**src/rtl/pipe_stage_skid.sv**
```systemverilog
// Pipeline stage register with valid/ready handshake, two-entry skid buffer, stall and flush.
// Optional performance counters are enabled by defining PIPE_STAGE_PERF_EN.
module pipe_stage_skid #(
  parameter int unsigned      WIDTH     = 64,
  parameter logic [WIDTH-1:0] RESET_VAL = '0,
  parameter int unsigned      CNT_W     = 32
) (
  input  logic             clk,
  input  logic             Reset,
  input  logic [WIDTH-1:0] D,
  input  logic             in_valid,
  output logic             in_ready,
  output logic [WIDTH-1:0] Q,
  output logic             out_valid,
  input  logic             out_ready,
  input  logic             Stall,
  input  logic             Flush,
  output logic [CNT_W-1:0] stall_cycles,
  output logic [CNT_W-1:0] xfer_count
);

  localparam logic [1:0] EMPTY = 2'b00;
  localparam logic [1:0] ONE   = 2'b01;
  localparam logic [1:0] FULL  = 2'b10;

  logic [1:0]       state;
  logic [WIDTH-1:0] main_q;
  logic [WIDTH-1:0] skid_q;
  logic             accept;
  logic             take;

  // in_ready depends only on registered state and Stall, never on out_ready
  always_comb begin
    in_ready  = (state != FULL) && !Stall;
    out_valid = (state != EMPTY) && !Stall;
    accept    = in_valid && in_ready;
    take      = out_valid && out_ready;
  end

  assign Q = main_q;

  always_ff @(posedge clk or negedge Reset) begin
    if (!Reset) begin
      state <= EMPTY;
    end else if (Flush) begin
      state <= EMPTY;
    end else begin
      case (state)
        EMPTY: if (accept) state <= ONE;
        ONE: begin
          if (accept && !take)      state <= FULL;
          else if (!accept && take) state <= EMPTY;
        end
        FULL:    if (take) state <= ONE;
        default: state <= EMPTY;
      endcase
    end
  end

  // Data registers are left untouched by Flush; only validity is dropped
  always_ff @(posedge clk or negedge Reset) begin
    if (!Reset) begin
      main_q <= RESET_VAL;
      skid_q <= RESET_VAL;
    end else if (!Flush) begin
      case (state)
        EMPTY: if (accept) main_q <= D;
        ONE: begin
          if (accept && take) main_q <= D;
          else if (accept)    skid_q <= D;
        end
        FULL:    if (take) main_q <= skid_q;
        default: ;
      endcase
    end
  end

`ifdef PIPE_STAGE_PERF_EN
  logic [CNT_W-1:0] stall_cnt;
  logic [CNT_W-1:0] xfer_cnt;

  always_ff @(posedge clk or negedge Reset) begin
    if (!Reset) begin
      stall_cnt <= '0;
      xfer_cnt  <= '0;
    end else begin
      if ((state != EMPTY) && (Stall || !out_ready) && (stall_cnt != '1))
        stall_cnt <= stall_cnt + CNT_W'(1);
      if (take && (xfer_cnt != '1))
        xfer_cnt <= xfer_cnt + CNT_W'(1);
    end
  end

  assign stall_cycles = stall_cnt;
  assign xfer_count   = xfer_cnt;
`else
  assign stall_cycles = '0;
  assign xfer_count   = '0;
`endif

endmodule

```
**config.mk**
```make
export PLATFORM = sky130hd
export DESIGN_NAME = pipe_stage_skid
export DESIGN_NICKNAME = d
export VERILOG_FILES = /design/src/rtl/pipe_stage_skid.sv
export SDC_FILE = /design/constraint.sdc
export NUM_CORES = 1
export LEC_CHECK = 0
export CORE_MARGIN = 5
export CORE_UTILIZATION = 48
export CTS_CLUSTER_SIZE = 20
export DETAILED_ROUTE_END_ITERATION = 16
export PLACE_DENSITY = 0.81
export RECOVER_POWER = 100
export REMOVE_ABC_BUFFERS = 1
export SETUP_SLACK_MARGIN = 0.3
export SYNTH_ARGS = -nofsm -noshare
export SYNTH_HDL_FRONTEND = slang
export SYNTH_SLANG_ARGS = --single-unit
export TNS_END_PERCENT = 5
```
**constraint.sdc**
```tcl
create_clock -name clk -period 2 [get_ports clk]
set_input_delay 0.4 -clock clk [delete_from_list [all_inputs] [get_ports clk]]
set_output_delay 0.4 -clock clk [all_outputs]
set_load 0.03 [all_outputs]
```
# [Yosys cells after proc, flatten, opt, wreduce, memory -nomap -nowiden]
# Index checks and enable logic that the tools add are counted.
# Widths: inputs -> output; s select.
[op_classes] n_bitwise=2 mux=10 eq_ne=9 n_reduce_logical=16
[ops] op="$mux 64" n=3
[ops] op="$pmux 64 s3" n=1
[ops] op="$mux 2" n=5
[ops] op="$ne 2x2->1 const B" n=4
[ops] op="$logic_and 1x1->1" n=7
[ops] op="$ne 3x3->1 const B" n=2
[ops] op="$pmux 2 s3" n=1
[ops] op="$reduce_and 5->1" n=1
[ops] op="$ne 4x4->1 const B" n=1
[ops] op="$reduce_and 4->1" n=1
[ops] op="$logic_not 1->1" n=3
[ops] op="$reduce_and 3->1" n=1
[ops] op="$reduce_bool 3->1" n=1
[ops] op="$eq 2x1->1 const B" n=1
[ops] op="$eq 2x2->1 const B" n=1
[ops] op="$logic_not 2->1" n=1
[ops] op="$not 1->1" n=2
[ops] op="$reduce_bool 2->1" n=1
[word_totals] wordCells=40 reg_bits=130 out_inout_bits=130

# [Logic depth before layout (Yosys ltp)]
# Gate-level depths: netlist of the first run.
[logic_depth] word_depth=9 mapped_depth=6 depth_no_buf=4

# [Worst setup path before layout of the first run]
# No wires, ideal clock.
[synth_path] path_type="reg2reg" start="register state[0]" end="register main_q[0], in the netlist Q[0]" arrival_time_ps=1641 period_less_slack_ps=1767 path_stages_with_launch=7 path_slack_ps=233 required_time_ps=1875 cell_sequence="dfrtp_1 > and2b_1 > a22oi_1 > or3_1 > buf_2 > buf_6 > mux2_4"
[synth_between] elab_chain_cells=6 word_cells_on_any_way=16
[synth_rtl] item="start, declared" line_no="26" rtl="logic [1:0] state;"
[synth_rtl] item="start signal, assigned" line_no="44" rtl="state <= EMPTY;"
[synth_rtl] item="start signal, assigned" line_no="46" rtl="state <= EMPTY;"
[synth_rtl] item="start signal, assigned" line_no="49" rtl="EMPTY: if (accept) state <= ONE;"
[synth_rtl] item="$ne 2x2->1 / $reduce_bool 2->1 (equally long branches)" line_no="34, 35"
[synth_rtl] item="$logic_and 1x1->1 (on tied branches)" line_no="34, 35"
[synth_rtl] item="$logic_and 1x1->1 (on tied branches)" line_no="36, 37"
[synth_rtl] item="$logic_and 1x1->1" line_no="69" rtl="if (accept && take) main_q <= D;"
[synth_rtl] item="$ne 2x2->1 (no source line)"
[synth_rtl] item="$reduce_and 5->1 (no source line)"
[synth_rtl] item="end signal, assigned" line_no="72" rtl="FULL: if (take) main_q <= skid_q;"
[synth_rtl] item="end, declared" line_no="27" rtl="logic [WIDTH-1:0] main_q;"
# Parallel ways exist; a longest one is shown, timed or not.
# A chain may end at the register's enable or synchronous reset.

# [Worst setup path in the final report of the first run]
[layout_path] start="register main_q[31], in the netlist Q[31]" end="output Q[31]"
[layout_lines] item="end, declared" line_no="13" rtl="output logic [WIDTH-1:0] Q,"
# No word-level cell between the ends.

==> run_summary.xml, run 1 <==
<?xml version="1.0" encoding="UTF-8"?>
<metrics>
  <group name="critical_path">
    <metric name="timing.setup.critical_path_class" unit="">flop to output port</metric>
    <metric name="crit_path_start_kind" unit="">flop</metric>
    <metric name="crit_path_end_kind" unit="">output port</metric>
    <metric name="timing.critical_path.arrival" unit="ps">1510</metric>
    <metric name="cpPeakStageDelay" unit="ps">750</metric>
    <metric name="timing.critical_path.cells" unit="">dlygate4sd3_1</metric>
    <metric name="critical_path_buf_inv_count" unit="">1</metric>
    <metric name="critical-path-slowest-cell" unit="">sky130_fd_sc_hd__dlygate4sd3_1</metric>
    <metric name="worstPathMaxFanout" unit="">2</metric>
    <metric name="timing.critical_path.max_delay_family" unit="">buffers and inverters</metric>
    <metric name="worst-endpoint-required" unit="ps">1600</metric>
  </group>
  <group name="global_route">
    <metric name="global_route.overflow_total" unit="">0</metric>
    <metric name="first_global_vias" unit="">4746</metric>
    <metric name="largest_net_degree_at_the_start_of_global_routing" unit="">67</metric>
    <metric name="grt_first_pass_wirelength" unit="mm">23.8</metric>
    <metric name="antenna_found_initial" unit="">0</metric>
    <metric name="grt_util_all_layers" unit="">0.187</metric>
  </group>
  <group name="pwr">
    <metric name="cellLeakagePower" unit="uW">0.00407</metric>
    <metric name="power_density" unit="nW/um^2">1060</metric>
    <metric name="ir_worst_vdd" unit="V">0.000522</metric>
    <metric name="finalPower" unit="uW">8660</metric>
  </group>
  <group name="layout">
    <metric name="layout_commonest_cell" unit="">sky130_fd_sc_hd__nand2_1</metric>
    <metric name="post_layout_nonfiller_instances" unit="">901</metric>
    <metric name="area.growth.synth_to_final" unit="%">23.4</metric>
    <metric name="post_layout_net_count" unit="">780</metric>
    <metric name="num_antenna_cells" unit="">0</metric>
    <metric name="final_util" unit="">0.595</metric>
    <metric name="finish.instance_area" unit="sq um">8170</metric>
    <metric name="layout-drive-gt1-share" unit="">0.114</metric>
    <metric name="layout_common_cells" unit="">sky130_fd_sc_hd__nand2_1, sky130_fd_sc_hd__dfrtp_1, sky130_fd_sc_hd__mux2_1, sky130_fd_sc_hd__clkdlybuf4s50_1, sky130_fd_sc_hd__conb_1</metric>
  </group>
  <group name="synthesis">
    <metric name="synth-warning-count" unit="">0</metric>
    <metric name="synth_seq_area_share" unit="">0.492</metric>
    <metric name="synth_area" unit="sq um">6620</metric>
    <metric name="synth_cells" unit="">562</metric>
    <metric name="ys_ff_latch" unit="">130</metric>
    <metric name="synth_area_per_inst" unit="sq um">11.8</metric>
    <metric name="ys_types" unit="">21</metric>
  </group>
  <group name="placement">
    <metric name="routabilityCongestion" unit="">0.761</metric>
    <metric name="placedCellCount" unit="">862</metric>
    <metric name="dpl-instance-area" unit="sq um">7950</metric>
    <metric name="port_buffers" unit="">135</metric>
    <metric name="detailed_place_hpwl" unit="mm">9.48</metric>
  </group>
  <group name="drt">
    <metric name="drt_wl_total" unit="mm">14.7</metric>
    <metric name="route.detailed.vias_per_inst" unit="">4.81</metric>
    <metric name="route.detailed.wl_per_inst" unit="microns">16.3</metric>
    <metric name="drt_iter0_drc" unit="">275</metric>
    <metric name="dr_total_vias" unit="">4332</metric>
    <metric name="antenna_violating_nets_post_route" unit="">0</metric>
    <metric name="detailedRoute.firstPassIterationCount" unit="">5</metric>
    <metric name="post-route-drc-count" unit="">0</metric>
  </group>
  <group name="die">
    <metric name="coreArea" unit="sq um">13700</metric>
    <metric name="die_w" unit="microns">127</metric>
    <metric name="die_h" unit="microns">127</metric>
    <metric name="rows" unit="">43</metric>
    <metric name="initial_utilization" unit="">0.482</metric>
    <metric name="design.portCount" unit="">200</metric>
    <metric name="fp.dieArea" unit="sq um">16200</metric>
  </group>
  <group name="sta">
    <metric name="worst-slew-pin-transition" unit="ps">746</metric>
    <metric name="rsz_0062_raised_after_global_routing" unit="">true</metric>
    <metric name="slew_headroom" unit="">0.503</metric>
    <metric name="setup-violations-final" unit="">0</metric>
    <metric name="finalHoldViolCount" unit="">0</metric>
    <metric name="fin_crit_sh" unit="">0.957</metric>
    <metric name="clock-skew-final" unit="ps">9.03</metric>
    <metric name="fmax" unit="MHz">522</metric>
    <metric name="slew_viol_final" unit="">0</metric>
    <metric name="final_period_minus_worst_setup_slack" unit="ps">1910</metric>
  </group>
  <group name="clock_tree">
    <metric name="clk_latency" unit="ps">410</metric>
    <metric name="numCtsBuffers" unit="">17</metric>
    <metric name="cts.path.max_buffers" unit="">2</metric>
    <metric name="clock-root-buffer" unit="">sky130_fd_sc_hd__clkbuf_16</metric>
    <metric name="reg_clk_slew_reported_paths" unit="ps">50</metric>
    <metric name="total_number_of_clock_tree_sinks" unit="">130</metric>
    <metric name="ctsHtreeMaxLevel" unit="">4</metric>
    <metric name="cts_tree" unit="">done</metric>
  </group>
  <group name="status">
    <metric name="status" unit="">finished, final reports clean</metric>
  </group>
  <group name="job">
    <metric name="drv_cap" unit="">0</metric>
  </group>
  <group name="min_path">
    <metric name="hold_class" unit="">flop to flop</metric>
  </group>
</metrics>
-- state kept, by name (all words and copies together), names as in the netlist --
register	count
Q	64
state	2
skid_q	64
-- worst paths after layout --
check,start,endpoint,cells past startpoint,slack (ps)
max in group asynchronous,Reset,skid_q[58],3,470
worst min-delay path,Q[1],Q[1],1,480
worst max-delay path,Q[31],Q[31],1,90
min in group asynchronous,Reset,Q[14],2,490
worst max register to register,state[0],Q[49],5,150
worst min register to register,Q[1],Q[1],1,480
-- metrics by stage --
step / setup TNS (ps) / worst slack (ps) / hold slack, ps
6_report: 0 / 85.6 / 483
3_3_place_gp: -23410 / -228 / 368
3_5_place_dp: -29570 / -278 / 378
2_1_floorplan: -210720 / -2230 / 104
5_1_grt: 0 / 44.9 / 499
4_1_cts: 0 / 102 / 504
-- per-layer routing --
| layer | global-route usage | share of wire | vias to the layer above |
|---|---|---|---|
| li1 | - | - | 2000 |
| met1 | 0.234 | 0.41 | 2139 |
| met2 | 0.305 | 0.49 | 163 |
| met3 | 0.0531 | 0.067 | 30 |
| met4 | 0.0801 | 0.029 | 0 |
| met5 | 0 | 0 | - |
-- power by group --
group	switching [uW]	internal, uW	leakage (uW)
combinational	1260	906	0.00217
sequential	317	3190	0.00163
clock	1060	1920	0.000273
-- cell type report --
class / count / area, sq um
fillers: 1188 / 5550
flip-flops and latches: 130 / 3250
multi-input cells: 403 / 2570
repair buffers: 158 / 1550
clock buffers: 25 / 485
well taps: 180 / 225
clock inverters: 5 / 77.6
-- repair_timing --
action | in CTS | in global routing
endpoints found under the hold margin | 46 | 0
cloned | 2 | 0
gates resized for setup | 12 | 9
hold buffers | 1 | 0
endpoints found under the setup margin | 194 | 186
setup buffers | 5 | 1
-- synthesized netlist by cell type --
library cell | count | area share
sky130_fd_sc_hd__nor2b_1 | 1 | 0.00095
sky130_fd_sc_hd__or4b_1 | 1 | 0.0015
sky130_fd_sc_hd__buf_2 | 1 | 0.00076
sky130_fd_sc_hd__a2bb2oi_1 | 1 | 0.0013
sky130_fd_sc_hd__a211o_1 | 1 | 0.0013
sky130_fd_sc_hd__buf_1 | 6 | 0.0034
sky130_fd_sc_hd__clkbuf_1 | 9 | 0.0051
sky130_fd_sc_hd__mux2_2 | 19 | 0.032
sky130_fd_sc_hd__and2b_1 | 1 | 0.0011
sky130_fd_sc_hd__or3_1 | 1 | 0.00095
sky130_fd_sc_hd__a22oi_1 | 2 | 0.0023
sky130_fd_sc_hd__conb_1 | 1 | 0.00057
sky130_fd_sc_hd__o22ai_1 | 1 | 0.00095
sky130_fd_sc_hd__mux2_4 | 109 | 0.25
sky130_fd_sc_hd__nand2_1 | 194 | 0.11
sky130_fd_sc_hd__o21bai_1 | 1 | 0.0011
sky130_fd_sc_hd__dfrtp_1 | 130 | 0.49
sky130_fd_sc_hd__nand2b_1 | 2 | 0.0019
sky130_fd_sc_hd__buf_6 | 11 | 0.019
sky130_fd_sc_hd__nor2_1 | 5 | 0.0028
sky130_fd_sc_hd__buf_4 | 65 | 0.074
-- cells by family (layout without fill, tap and decap cells) --
kind of cell,after synthesis,after routing,synth area share
mux,128,128,0.280
buf+inv,92,188,0.102
compound gates,6,6,0.00700
flops,130,130,0.492
other cells,1,64,0.000567
simple gates,205,205,0.119
Note: power is estimated with default switching activity, not from simulation.
==> run 2, diff against run 1 <==
--- a/config.mk
+++ b/config.mk
@@ -5,8 +5,9 @@
 export SDC_FILE = /design/constraint.sdc
 export NUM_CORES = 1
 export LEC_CHECK = 0
-export CORE_MARGIN = 5
+export CORE_MARGIN = 3
 export CORE_UTILIZATION = 48
+export CTS_CLUSTER_DIAMETER = 100
 export CTS_CLUSTER_SIZE = 20
 export DETAILED_ROUTE_END_ITERATION = 16
 export PLACE_DENSITY = 0.81
==> run 2 against run 1 <==
Net effect:
- final cell count decreased by 1.1%
- sequential share of layout area up 0.74 points
- register-to-register slack about the same
- total power fell by 0.95%
- global-route usage rose by 0.26 points
- first-iteration DRC count decreased by 2.2%
- clock skew rose by 3.8 ps
- routed wire length is 7.2% lower
- sequential cell count unchanged
- final area down 1.9%
- hold slack got worse by 1.6 ps
- critical path depth unchanged
- critical path type unchanged
- highest routed layer unchanged
==> run_summary.xml, run 2 (synthesis gave the netlist of run 1 again) <==
<?xml version="1.0" encoding="UTF-8"?>
<metrics>
  <group name="pwr">
    <metric name="cellLeakagePower" unit="uW">0.00398</metric>
    <metric name="power.switching_fraction" unit="">0.320</metric>
    <metric name="sequentialPowerShare" unit="">0.410</metric>
    <metric name="clock_power_share" unit="">0.339</metric>
    <metric name="portion_of_total_power_attributed_to_combinational_logic" unit="">0.251</metric>
    <metric name="cell_internal_pwr" unit="uW">5830</metric>
    <metric name="power.net_switching" unit="uW">2750</metric>
    <metric name="power_density" unit="nW/um^2">1070</metric>
    <metric name="ir_worst_vdd" unit="V">0.000707</metric>
  </group>
  <group name="status">
    <metric name="status" unit="">finished, final reports clean</metric>
  </group>
  <group name="clock_tree">
    <metric name="post-cts-setup-buffers" unit="">0</metric>
    <metric name="ctsHtreeMaxLevel" unit="">4</metric>
    <metric name="cts.path.max_buffers" unit="">2</metric>
    <metric name="cts_tree" unit="">done</metric>
    <metric name="total_number_of_clock_tree_sinks" unit="">130</metric>
    <metric name="clk_latency" unit="ps">420</metric>
    <metric name="clock-root-buffer" unit="">sky130_fd_sc_hd__clkbuf_16</metric>
    <metric name="numCtsBuffers" unit="">17</metric>
    <metric name="reg_clk_slew_reported_paths" unit="ps">60</metric>
  </group>
  <group name="sta">
    <metric name="fin_crit_sh" unit="">0.960</metric>
    <metric name="setup-violations-final" unit="">0</metric>
    <metric name="fmax" unit="MHz">521</metric>
    <metric name="worst-slew-pin-transition" unit="ps">929</metric>
    <metric name="hold_slack" unit="ps">481</metric>
    <metric name="slew_headroom" unit="">0.381</metric>
    <metric name="finalHoldViolCount" unit="">0</metric>
    <metric name="final_period_minus_worst_setup_slack" unit="ps">1920</metric>
    <metric name="rsz_0062_raised_after_global_routing" unit="">true</metric>
    <metric name="setup_slack" unit="ps">79.9</metric>
    <metric name="clock-skew-final" unit="ps">12.8</metric>
    <metric name="slew_viol_final" unit="">0</metric>
  </group>
  <group name="job">
    <metric name="drv_cap" unit="">0</metric>
  </group>
  <group name="min_path">
    <metric name="timing.hold.worst.start" unit="">Q[8]</metric>
    <metric name="timing.hold.worst_path_depth" unit="">1</metric>
    <metric name="hold_class" unit="">flop to flop</metric>
    <metric name="min_delay_worst_endpoint" unit="">Q[8]</metric>
  </group>
  <group name="critical_path">
    <metric name="crit_path_end_kind" unit="">output port</metric>
    <metric name="timing.reg2reg.setup_slack" unit="ps">150</metric>
    <metric name="crit_path_start_kind" unit="">flop</metric>
    <metric name="critical-path-slowest-cell" unit="">sky130_fd_sc_hd__dlygate4sd3_1</metric>
    <metric name="critical_path_buf_inv_count" unit="">1</metric>
    <metric name="source_of_the_worst_register_to_register_timing_path" unit="">state[0]</metric>
    <metric name="timing.critical_path.max_delay_family" unit="">buffers and inverters</metric>
    <metric name="worst-endpoint-required" unit="ps">1600</metric>
    <metric name="timing.rr.end" unit="">Q[39]</metric>
    <metric name="worst_setup_path_startpoint" unit="">Q[52]</metric>
    <metric name="cpPeakStageDelay" unit="ps">750</metric>
    <metric name="worstPathMaxFanout" unit="">2</metric>
    <metric name="timing.critical_path.arrival" unit="ps">1520</metric>
    <metric name="timing.setup.critical_path_class" unit="">flop to output port</metric>
    <metric name="r2r_cells" unit="">5</metric>
    <metric name="timing.critical_path.cells" unit="">dlygate4sd3_1</metric>
  </group>
  <group name="drt">
    <metric name="dr_total_vias" unit="">4284</metric>
    <metric name="post-route-drc-count" unit="">0</metric>
    <metric name="route.detailed.vias_per_inst" unit="">4.81</metric>
    <metric name="detailedRoute.firstPassIterationCount" unit="">4</metric>
    <metric name="route.detailed.wl_per_inst" unit="microns">15.3</metric>
    <metric name="drt_wl_total" unit="mm">13.6</metric>
    <metric name="drt_iter0_drc" unit="">269</metric>
    <metric name="antenna_violating_nets_post_route" unit="">0</metric>
  </group>
  <group name="die">
    <metric name="initial_utilization" unit="">0.496</metric>
    <metric name="coreArea" unit="sq um">13300</metric>
    <metric name="rows" unit="">42</metric>
    <metric name="die_w" unit="microns">123</metric>
    <metric name="design.portCount" unit="">200</metric>
    <metric name="die_h" unit="microns">123</metric>
    <metric name="fp.dieArea" unit="sq um">15200</metric>
  </group>
  <group name="layout">
    <metric name="layout_common_cells" unit="">sky130_fd_sc_hd__nand2_1, sky130_fd_sc_hd__dfrtp_1, sky130_fd_sc_hd__mux2_1, sky130_fd_sc_hd__clkdlybuf4s50_1, sky130_fd_sc_hd__conb_1</metric>
    <metric name="layout-drive-gt1-share" unit="">0.105</metric>
    <metric name="num_antenna_cells" unit="">0</metric>
    <metric name="multi_input_comb_area" unit="sq um">2550</metric>
    <metric name="layout.filler_cells" unit="">1142</metric>
    <metric name="final_util" unit="">0.600</metric>
    <metric name="layout_commonest_cell" unit="">sky130_fd_sc_hd__nand2_1</metric>
    <metric name="post_layout_net_count" unit="">772</metric>
    <metric name="area.growth.synth_to_final" unit="%">21.1</metric>
    <metric name="reg_area" unit="sq um">3250</metric>
    <metric name="post_layout_nonfiller_instances" unit="">891</metric>
  </group>
  <group name="placement">
    <metric name="port_buffers" unit="">135</metric>
    <metric name="detailed_place_hpwl" unit="mm">9.40</metric>
    <metric name="routabilityCongestion" unit="">0.776</metric>
    <metric name="dp_worst_setup_slack" unit="ps">-264</metric>
    <metric name="placedCellCount" unit="">858</metric>
  </group>
  <group name="global_route">
    <metric name="largest_net_degree_at_the_start_of_global_routing" unit="">65</metric>
    <metric name="grt_first_pass_wirelength" unit="mm">22.5</metric>
    <metric name="first_global_vias" unit="">4561</metric>
    <metric name="antenna_found_initial" unit="">0</metric>
    <metric name="global_route.overflow_total" unit="">0</metric>
    <metric name="grt_util_all_layers" unit="">0.190</metric>
  </group>
</metrics>
-- run 2: cell count changes in the layout (fill, tap and decap cells not counted), sizes merged, moves of 2 or more --
cell,before,now
buf,17,12
clkdlybuf4s50,81,92
dlygate4sd3,36,23
clkinvlp,1,3
clkinv,2,8
clkbuf,39,34
bufbuf,2,0
-- run 2: metal layers --
| metal | vias up | global-route usage | routed length (microns) |
|---|---|---|---|
| li1 | 1988 | - | - |
| met1 | 2125 | 0.227 | 5600 |
| met2 | 153 | 0.323 | 6930 |
| met3 | 18 | 0.0595 | 881 |
| met4 | 0 | 0.0671 | 214 |
| met5 | - | 0 | 0 |
-- run 2: how the worst max path moves through the flow --
stage	to	slack, ps	cells past startpoint
detailed placement	skid_q[35]	-260	5
CTS	Q[55]	110	1
finish	Q[52]	80	1
global route	Q[52]	40	1
floorplan	Q[21]	-2230	4
global placement	skid_q[41]	-230	5
-- run 2: final cells by class --
| class | instances | area share |
|---|---|---|
| clock buffer | 20 | 0.0557 |
| sequential | 130 | 0.406 |
| timing repair buffer | 150 | 0.179 |
| multi-input combinational | 403 | 0.318 |
| tap | 176 | 0.0275 |
| clock inverter | 12 | 0.0139 |
-- run 2: stage by stage --
step	instance area (sq um)	total power (uW)	setup TNS, ps
after floorplan	6180	5170	-210720
after global placement	7940	6130	-23540
after detailed placement	7940	6230	-26550
after CTS	8490	9140	0
after global routing	8010	8990	0
final	8010	8580	0
-- run 2: timing repair --
action,CTS,global route
endpoints found under the setup margin,194,185
hold endpoints to repair,31,0
gates cloned,0,0
gates resized for setup,9,9
hold buffers,1,0
-- run 2: power groups by stage --
stage               sequential [uW]  clock, uW  combinational, uW
floorplan                      4100          0               1070
global placement               3540          0               2600
detailed placement             3570          0               2660
CTS                            3540       2950               2640
global route                   3590       3100               2300
finish                         3510       2910               2150
